--- src/rtl/instr_fetch_unit_pkg.sv ---
// Shared definitions for the instruction fetch unit.
//   fetch_state_e : fetch FSM encoding (FETCH issues reads, FLUSH drains stale responses)
//   INSTR_BYTES   : PC increment per fetched instruction word
package instr_fetch_unit_pkg;

    typedef enum logic {
        FETCH = 1'b0,
        FLUSH = 1'b1
    } fetch_state_e;

    localparam int unsigned INSTR_BYTES = 4;

endpackage

--- src/rtl/instr_fetch_unit_fifo.sv ---
// Synchronous FIFO holding {pc, data} instruction entries for the fetch unit.
// Ports:
//   clk, rst    : clock, asynchronous active-low reset
//   push, wdata : write one entry (caller guarantees space unless popping)
//   pop         : remove head entry (ignored when empty)
//   flush       : drop all entries, takes priority over push/pop
//   rdata       : registered head entry
//   full, empty : occupancy flags
//   count       : number of valid entries
module instr_fetch_unit_fifo #(
    parameter int unsigned WIDTH = 64,
    parameter int unsigned DEPTH = 4,
    localparam int unsigned CNT_W = $clog2(DEPTH + 1)
) (
    input  logic             clk,
    input  logic             rst,
    input  logic             push,
    input  logic             pop,
    input  logic             flush,
    input  logic [WIDTH-1:0] wdata,
    output logic [WIDTH-1:0] rdata,
    output logic             full,
    output logic             empty,
    output logic [CNT_W-1:0] count
);

    localparam int unsigned PTR_W = $clog2(DEPTH);

    logic [WIDTH-1:0] mem [DEPTH];
    logic [PTR_W-1:0] rd_ptr;
    logic [PTR_W-1:0] wr_ptr;
    logic             do_pop;

    assign do_pop = pop && !empty;

    // Storage and pointers; storage is cleared on reset so the head reads zero.
    always_ff @(posedge clk or negedge rst) begin
        if (!rst) begin
            for (int unsigned i = 0; i < DEPTH; i++) begin
                mem[i] <= '0;
            end
            rd_ptr <= '0;
            wr_ptr <= '0;
            count  <= '0;
        end else if (flush) begin
            rd_ptr <= '0;
            wr_ptr <= '0;
            count  <= '0;
        end else begin
            if (push) begin
                mem[wr_ptr] <= wdata;
                wr_ptr      <= wr_ptr + PTR_W'(1);
            end
            if (do_pop) begin
                rd_ptr <= rd_ptr + PTR_W'(1);
            end
            count <= count + CNT_W'(push) - CNT_W'(do_pop);
        end
    end

    assign rdata = mem[rd_ptr];
    assign full  = (count == CNT_W'(DEPTH));
    assign empty = (count == '0);

endmodule

--- src/rtl/instr_fetch_unit.sv ---
// Instruction fetch unit: walks the PC, issues word reads to instruction memory,
// buffers in-order responses with their PCs and hands them to decode.
// Ports:
//   clk, rst                 : clock, asynchronous active-low reset
//   redirect_valid/pc        : new fetch target; flushes queue and in-flight reads
//   mem_req_valid/addr/ready : read request channel (addr word aligned)
//   mem_rsp_valid/data       : in-order read responses
//   inst_valid/data/pc/ready : instruction handshake to decode
module instr_fetch_unit
    import instr_fetch_unit_pkg::*;
#(
    parameter int unsigned          ADDR_W   = 32,
    parameter int unsigned          DATA_W   = 32,
    parameter int unsigned          DEPTH    = 4,
    parameter int unsigned          MAX_OUT  = 2,
    parameter logic [ADDR_W-1:0]    RESET_PC = '0
) (
    input  logic              clk,
    input  logic              rst,
    input  logic              redirect_valid,
    input  logic [ADDR_W-1:0] redirect_pc,
    output logic              mem_req_valid,
    output logic [ADDR_W-1:0] mem_req_addr,
    input  logic              mem_req_ready,
    input  logic              mem_rsp_valid,
    input  logic [DATA_W-1:0] mem_rsp_data,
    output logic              inst_valid,
    output logic [DATA_W-1:0] inst_data,
    output logic [ADDR_W-1:0] inst_pc,
    input  logic              inst_ready
);

    localparam int unsigned CNT_W = $clog2(DEPTH + 1);
    localparam int unsigned SUM_W = CNT_W + 1;
    localparam int unsigned ENT_W = ADDR_W + DATA_W;

    fetch_state_e      state, state_nx;
    logic [ADDR_W-1:0] fetch_pc, fetch_pc_nx;
    logic [ADDR_W-1:0] rsp_pc, rsp_pc_nx;
    logic [CNT_W-1:0]  outstanding, outstanding_nx;
    logic [CNT_W-1:0]  drop_cnt, drop_cnt_nx;

    logic [ADDR_W-1:0] redirect_tgt;
    logic              credit_ok;
    logic              req_fire;
    logic              push;
    logic              pop;
    logic [ENT_W-1:0]  head;
    logic              fifo_full;
    logic              fifo_empty;
    logic [CNT_W-1:0]  fifo_count;
    logic              unused_redirect_lsbs;

    assign redirect_tgt         = {redirect_pc[ADDR_W-1:2], 2'b00};
    assign unused_redirect_lsbs = ^redirect_pc[1:0];

    // Credit check: queued plus in-flight words never exceed the queue depth.
    assign credit_ok = (outstanding < CNT_W'(MAX_OUT)) &&
                       ((SUM_W'(fifo_count) + SUM_W'(outstanding)) < SUM_W'(DEPTH));

    assign mem_req_valid = rst && (state == FETCH) && credit_ok && !redirect_valid;
    assign mem_req_addr  = fetch_pc;
    assign req_fire      = mem_req_valid && mem_req_ready;

    // Responses are kept only when nothing stale is owed and no redirect is in progress.
    assign push = mem_rsp_valid && (drop_cnt == '0) && !redirect_valid;
    assign pop  = inst_valid && inst_ready && !redirect_valid;

    // Next-state logic for PCs, counters and FSM; redirect overrides everything.
    always_comb begin
        state_nx       = state;
        fetch_pc_nx    = fetch_pc;
        rsp_pc_nx      = rsp_pc;
        drop_cnt_nx    = drop_cnt;
        outstanding_nx = outstanding + CNT_W'(req_fire) - CNT_W'(mem_rsp_valid);

        if (req_fire) begin
            fetch_pc_nx = fetch_pc + ADDR_W'(INSTR_BYTES);
        end
        if (push) begin
            rsp_pc_nx = rsp_pc + ADDR_W'(INSTR_BYTES);
        end
        if (mem_rsp_valid && (drop_cnt != '0)) begin
            drop_cnt_nx = drop_cnt - CNT_W'(1);
        end
        if ((state == FLUSH) && (drop_cnt_nx == '0)) begin
            state_nx = FETCH;
        end

        // Every read still in flight after this cycle belongs to the old path.
        if (redirect_valid) begin
            fetch_pc_nx = redirect_tgt;
            rsp_pc_nx   = redirect_tgt;
            drop_cnt_nx = outstanding_nx;
            state_nx    = (outstanding_nx != '0) ? FLUSH : FETCH;
        end
    end

    // State register.
    always_ff @(posedge clk or negedge rst) begin
        if (!rst) begin
            state       <= FETCH;
            fetch_pc    <= RESET_PC;
            rsp_pc      <= RESET_PC;
            outstanding <= '0;
            drop_cnt    <= '0;
        end else begin
            state       <= state_nx;
            fetch_pc    <= fetch_pc_nx;
            rsp_pc      <= rsp_pc_nx;
            outstanding <= outstanding_nx;
            drop_cnt    <= drop_cnt_nx;
        end
    end

    instr_fetch_unit_fifo #(
        .WIDTH (ENT_W),
        .DEPTH (DEPTH)
    ) u_fifo (
        .clk   (clk),
        .rst   (rst),
        .push  (push),
        .pop   (pop),
        .flush (redirect_valid),
        .wdata ({rsp_pc, mem_rsp_data}),
        .rdata (head),
        .full  (fifo_full),
        .empty (fifo_empty),
        .count (fifo_count)
    );

    assign inst_valid = !fifo_empty;
    assign inst_pc    = head[ENT_W-1:DATA_W];
    assign inst_data  = head[DATA_W-1:0];

    // The credit rule must keep the queue from overflowing.
    assert property (@(posedge clk) disable iff (!rst) !(push && fifo_full && !pop));

endmodule

--- config.mk ---
export PLATFORM = sky130hd
export DESIGN_NAME = instr_fetch_unit
export DESIGN_NICKNAME = d
export VERILOG_FILES = /design/src/rtl/instr_fetch_unit_pkg.sv /design/src/rtl/instr_fetch_unit_fifo.sv /design/src/rtl/instr_fetch_unit.sv
export SDC_FILE = /design/constraint.sdc
export NUM_CORES = 1
export LEC_CHECK = 0
export CAP_MARGIN = 20
export CORE_ASPECT_RATIO = 0.7
export CORE_MARGIN = 2
export CORE_UTILIZATION = 40
export DETAILED_ROUTE_END_ITERATION = 16
export DONT_BUFFER_PORTS = 1
export GPL_TIMING_DRIVEN = 0
export MAX_ROUTING_LAYER = met4
export PLACE_DENSITY = 0.59
export SETUP_SLACK_MARGIN = 0.5
export SYNTH_ARGS = -nofsm -noshare
export SYNTH_HDL_FRONTEND = slang
export SYNTH_SLANG_ARGS = --single-unit
--- constraint.sdc ---
create_clock -name clk -period 2.9 [get_ports clk]
set_clock_uncertainty 0.2 [all_clocks]
set_input_delay 0.435 -clock clk [delete_from_list [all_inputs] [get_ports clk]]
set_output_delay 0.435 -clock clk [all_outputs]
set_load 0.02 [all_outputs]
==> run summary <==
STA
--------------------------------------------------------------------------------------------------
Finish-stage setup viols                                                                         2
Total Neg Setup Slack                                                                  -0.08803 ns
Final Max Tran Viols                                                                             0
Time the final worst path needs with I/O delays and setup                                 2.966 ns
Worst slew pin tran                                                                      0.8568 ns
Maximum operating frequency                                                              337.1 MHz
RSZ-0062 raised after global routing                                                           yes
Post-route clock period utilization                                                          1.023
Worst hold-check slack                                                                  -0.5956 ns
Fin. Hold Viols                                                                                322
Slew headroom                                                                               0.4288
Setup slack of the critical path after layout                                          -0.06643 ns

CLOCK NETWORK
--------------------------------------------------------------------------------------------------
H-Tree Level Count                                                                               2
Cts-stage hold buffer count                                                                     63
CTS max path bufs                                                                                3
Clk root buf                                                                             clkbuf_16
Clock transition time at the flip-flop clock pins of the worst setup and hold paths        0.06 ns
Insertion delay of the later-clocked pin in the worst-skew pair                            0.53 ns
CTS tree                                                                                     built
Sink count of the clock tree                                                                   322
Total clock buffers created by CTS                                                              35

GLOBAL ROUTE
--------------------------------------------------------------------------------------------------
Gr usage total                                                                              0.2098
Vias in the first global route                                                               9,996
Global-route wire length before repair                                                   61,600 um
Pin count of the biggest net entering global routing                                           325
Number of antenna violations at the first check in global routing                                4
Total congestion overflow after global routing                                                   0

DIE
--------------------------------------------------------------------------------------------------
Starting density of the core                                                                0.4053
Area of the placeable core                                                            37,130 sq um
Die X-Extent                                                                              235.8 um
Num ports                                                                                      168
Placement Rows                                                                                  59
Die Area                                                                              39,220 sq um
Die height                                                                                166.3 um

FINAL LAYOUT
--------------------------------------------------------------------------------------------------
Layout Utilization                                                                          0.4990
# fillers                                                                                    3,167
Area growth syn-to-layout                                                                   23.12%
Final Instance Area                                                                   18,530 sq um
Layout net count                                                                             1,321
Share of final-layout standard cells stronger than drive strength 1                         0.4013

SETUP PATH
--------------------------------------------------------------------------------------------------
Type of element capturing the critical path                                               register
Setup Crit Path Kind                                                                  register to register
Data arrival at the endpoint of the critical path                                          3.16 ns
Maximum fanout count along the critical path                                                     2
Critical Path RT                                                                           3.09 ns
Worst setup SP type                                                                       register

SYNTH
--------------------------------------------------------------------------------------------------
Area contributors post-synth                                                          dfrtp_1, mux2_2, mux4_2, nand2_1, o21ai_0
Number of standard cells after synthesis                                                     1,092
Syn Std Cell Area                                                                     15,050 sq um
Cell type with the highest aggregate area in the netlist                                   dfrtp_1
Number of storage elements in the synthesis netlist                                            322
Most used flip-flop cell after synthesis                                                   dfrtp_1
Sequential fraction of the synthesis area                                                   0.5354
Syn_area_per_cell                                                                      13.78 sq um
Number of enable flip-flop cells after synthesis                                                 0
Synth unique cells                                                                              55
Count of synthesis-stage warnings from yosys                                                     0
Portion of synthesized cell area occupied by the leading cell type                          0.5354
Async set or reset register ratio after synthesis                                            1.000

ROUTING
--------------------------------------------------------------------------------------------------
Total Routed Length                                                                      39,160 um
Pre-antenna DRT Iters                                                                            5
Number of design-rule violations left by the first detailed-router iteration                   756
Number of routed nets with antenna violations                                                    0
Vias per Instance                                                                            5.533
Number of vias after detailed routing                                                        9,672
Post-detailed-route wirelength per cell                                                   22.40 um
Detailed-route DRC error count                                                                   0

POWER
--------------------------------------------------------------------------------------------------
Maximum resistive drop on vdd                                                          0.0005111 V
Power per Cell Area                                                                   828.7 nW/um^2
Total design power                                                                       15,360 uW
Lkg Pwr                                                                                0.008343 uW

MIN PATH
--------------------------------------------------------------------------------------------------
Worst min path class                                                                  primary input to asynchronous set/reset pin

OUTCOME
--------------------------------------------------------------------------------------------------
Result of the run                                                                     finished with violations
Violations in the final reports                                                       hold timing, setup timing

PLACED DESIGN
--------------------------------------------------------------------------------------------------
Placed instance area                                                                  15,750 sq um
Final weighted congestion of routability-driven global placement                            0.8882
Sum of net half-perimeters after detailed placement                                      25,580 um
Port bufs                                                                                        0

JOB
--------------------------------------------------------------------------------------------------
Reported max-cap violation count                                                                 0

-- per-layer routing --
metal / vias up / wire length (um) / global-route usage
met5: - / 0 / -
met1: 5047 / 18700 / 0.3025
met2: 247 / 17260 / 0.3002
met3: 67 / 2549 / 0.05186
li1: 4311 / - / -
met4: 0 / 644 / 0.04320
-- power by group --
group / switching, uW / internal [uW] / leakage (uW) / total [uW]
clock network: 1820 / 2610 / 0.000558 / 4430
registers: 623 / 5410 / 0.00424 / 6030
logic: 2380 / 2520 / 0.00355 / 4900
total: 4820 / 10500 / 0.00834 / 15400
-- critical path, cell delays in order, from the launching register on --
cell and delay (ns):
dfrtp_1 0.41, ha_4 0.26, nor4_4 0.14, and4_1 0.23, buf_6 0.13, inv_8 0.03, buf_8 0.11, ha_4 0.25
inv_2 0.03, ha_4 0.14, fa_2 0.37, xor2_4 0.15, nand2_1 0.08, o32ai_2 0.22, a21oi_1 0.07
-- path summary, 6_finish.rpt --
check	startpoint	end	slack, ns	cells past startpoint
setup / recovery	outstanding[2]$_DFF_PN0_	state$_DFFE_PN0P_	-0.07	14
hold / removal	rst	mem_req_addr[4]$_DFFE_PN0N_	-0.60	0
setup reg to reg	outstanding[2]$_DFF_PN0_	state$_DFFE_PN0P_	-0.07	14
hold reg to reg	u_fifo.mem[111]$_DFFE_PN0P_	u_fifo.mem[111]$_DFFE_PN0P_	0.28	2
max in group asynchronous	rst	u_fifo.mem[195]$_DFFE_PN0P_	2.36	0
min in group clk	mem_rsp_valid	drop_cnt[2]$_DFF_PN0_	0.02	3
-- stage by stage --
step,setup WS [ns],std cells
after global routing,-0.1908,1748
after floorplan,-0.06354,1095
after global placement,-0.3162,1583
final,-0.06643,1748
after detailed placement,-0.3902,1583
after CTS,-0.08194,1740
-- area by class of cell --
type | count | area [sq um] | share of cell area
Antenna cell | 4 | 10.01 | 0.0005402
Buffer | 74 | 705.7 | 0.03809
Clock buffer | 49 | 1010 | 0.05449
Clock inverter | 10 | 118.9 | 0.006415
Inverter | 24 | 97.59 | 0.005267
Multi-Input combinational cell | 675 | 6725 | 0.3630
Sequential cell | 322 | 8060 | 0.4350
Tap cell | 488 | 610.6 | 0.03295
Timing Repair Buffer | 102 | 1191 | 0.06429
-- cells by family (layout without fill, tap and decap cells) --
| logic type | after synthesis | count (layout) | synth area share |
|---|---|---|---|
| flip-flops | 322 | 322 | 0.5354 |
| multiplexers | 316 | 316 | 0.2825 |
| AND/OR/NAND/NOR | 207 | 207 | 0.07441 |
| buffers and inverters | 98 | 259 | 0.03126 |
| AO/OA/AOI/OAI | 88 | 88 | 0.03600 |
| XOR/XNOR | 43 | 43 | 0.02502 |
| adder cells (fa/ha/maj) | 17 | 17 | 0.01513 |
| other | 1 | 8 | 0.0002492 |
-- flip-flops by register name, indices dropped and copies added, names as in the netlist --
name / cells
state: 1
rsp_pc: 30
u_fifo.wr_ptr: 2
drop_cnt: 3
u_fifo.rd_ptr: 2
u_fifo.count: 3
u_fifo.mem: 248
mem_req_addr: 30
outstanding: 3
-- synth_stat cells, types with 3 or more instances --
cell type / instances
nand2b_1: 3
inv_1: 23
nand3_1: 33
nor4_1: 8
nor2b_1: 4
nand4_1: 14
dfrtp_1: 322
nand2_1: 64
a21oi_1: 9
nand2_2: 4
clkbuf_1: 20
buf_4: 10
mux2i_1: 4
o21ai_0: 45
o311ai_0: 8
nor2_1: 21
ha_1: 15
mux2_2: 250
and3_1: 11
and2_1: 8
xnor2_1: 24
and4_1: 9
xor2_1: 19
a31oi_1: 4
buf_2: 37
buf_1: 4
mux4_2: 62
nor3_1: 13
o211ai_1: 8
-- cells in the final DEF, fill, tap and decap left out, types with 23 or more instances in the layout --
cell type / n
o21ai_0: 42
mux2_2: 250
buf_4: 34
mux4_2: 62
nand2_1: 63
buf_6: 26
dlygate4sd3_1: 63
dfrtp_1: 320
nand3_1: 32
clkbuf_16: 38
xnor2_1: 23
-- what timing repair did --
item | CTS | global route
cloned | 7 | 0
pin swaps | 13 | 6
buffers inserted | 28 | 4
hold endpoints to repair | 511 | 322
gates resized for setup | 104 | 56
endpoints found under the setup margin | 322 | 270
(Power assumes the default switching activity.)
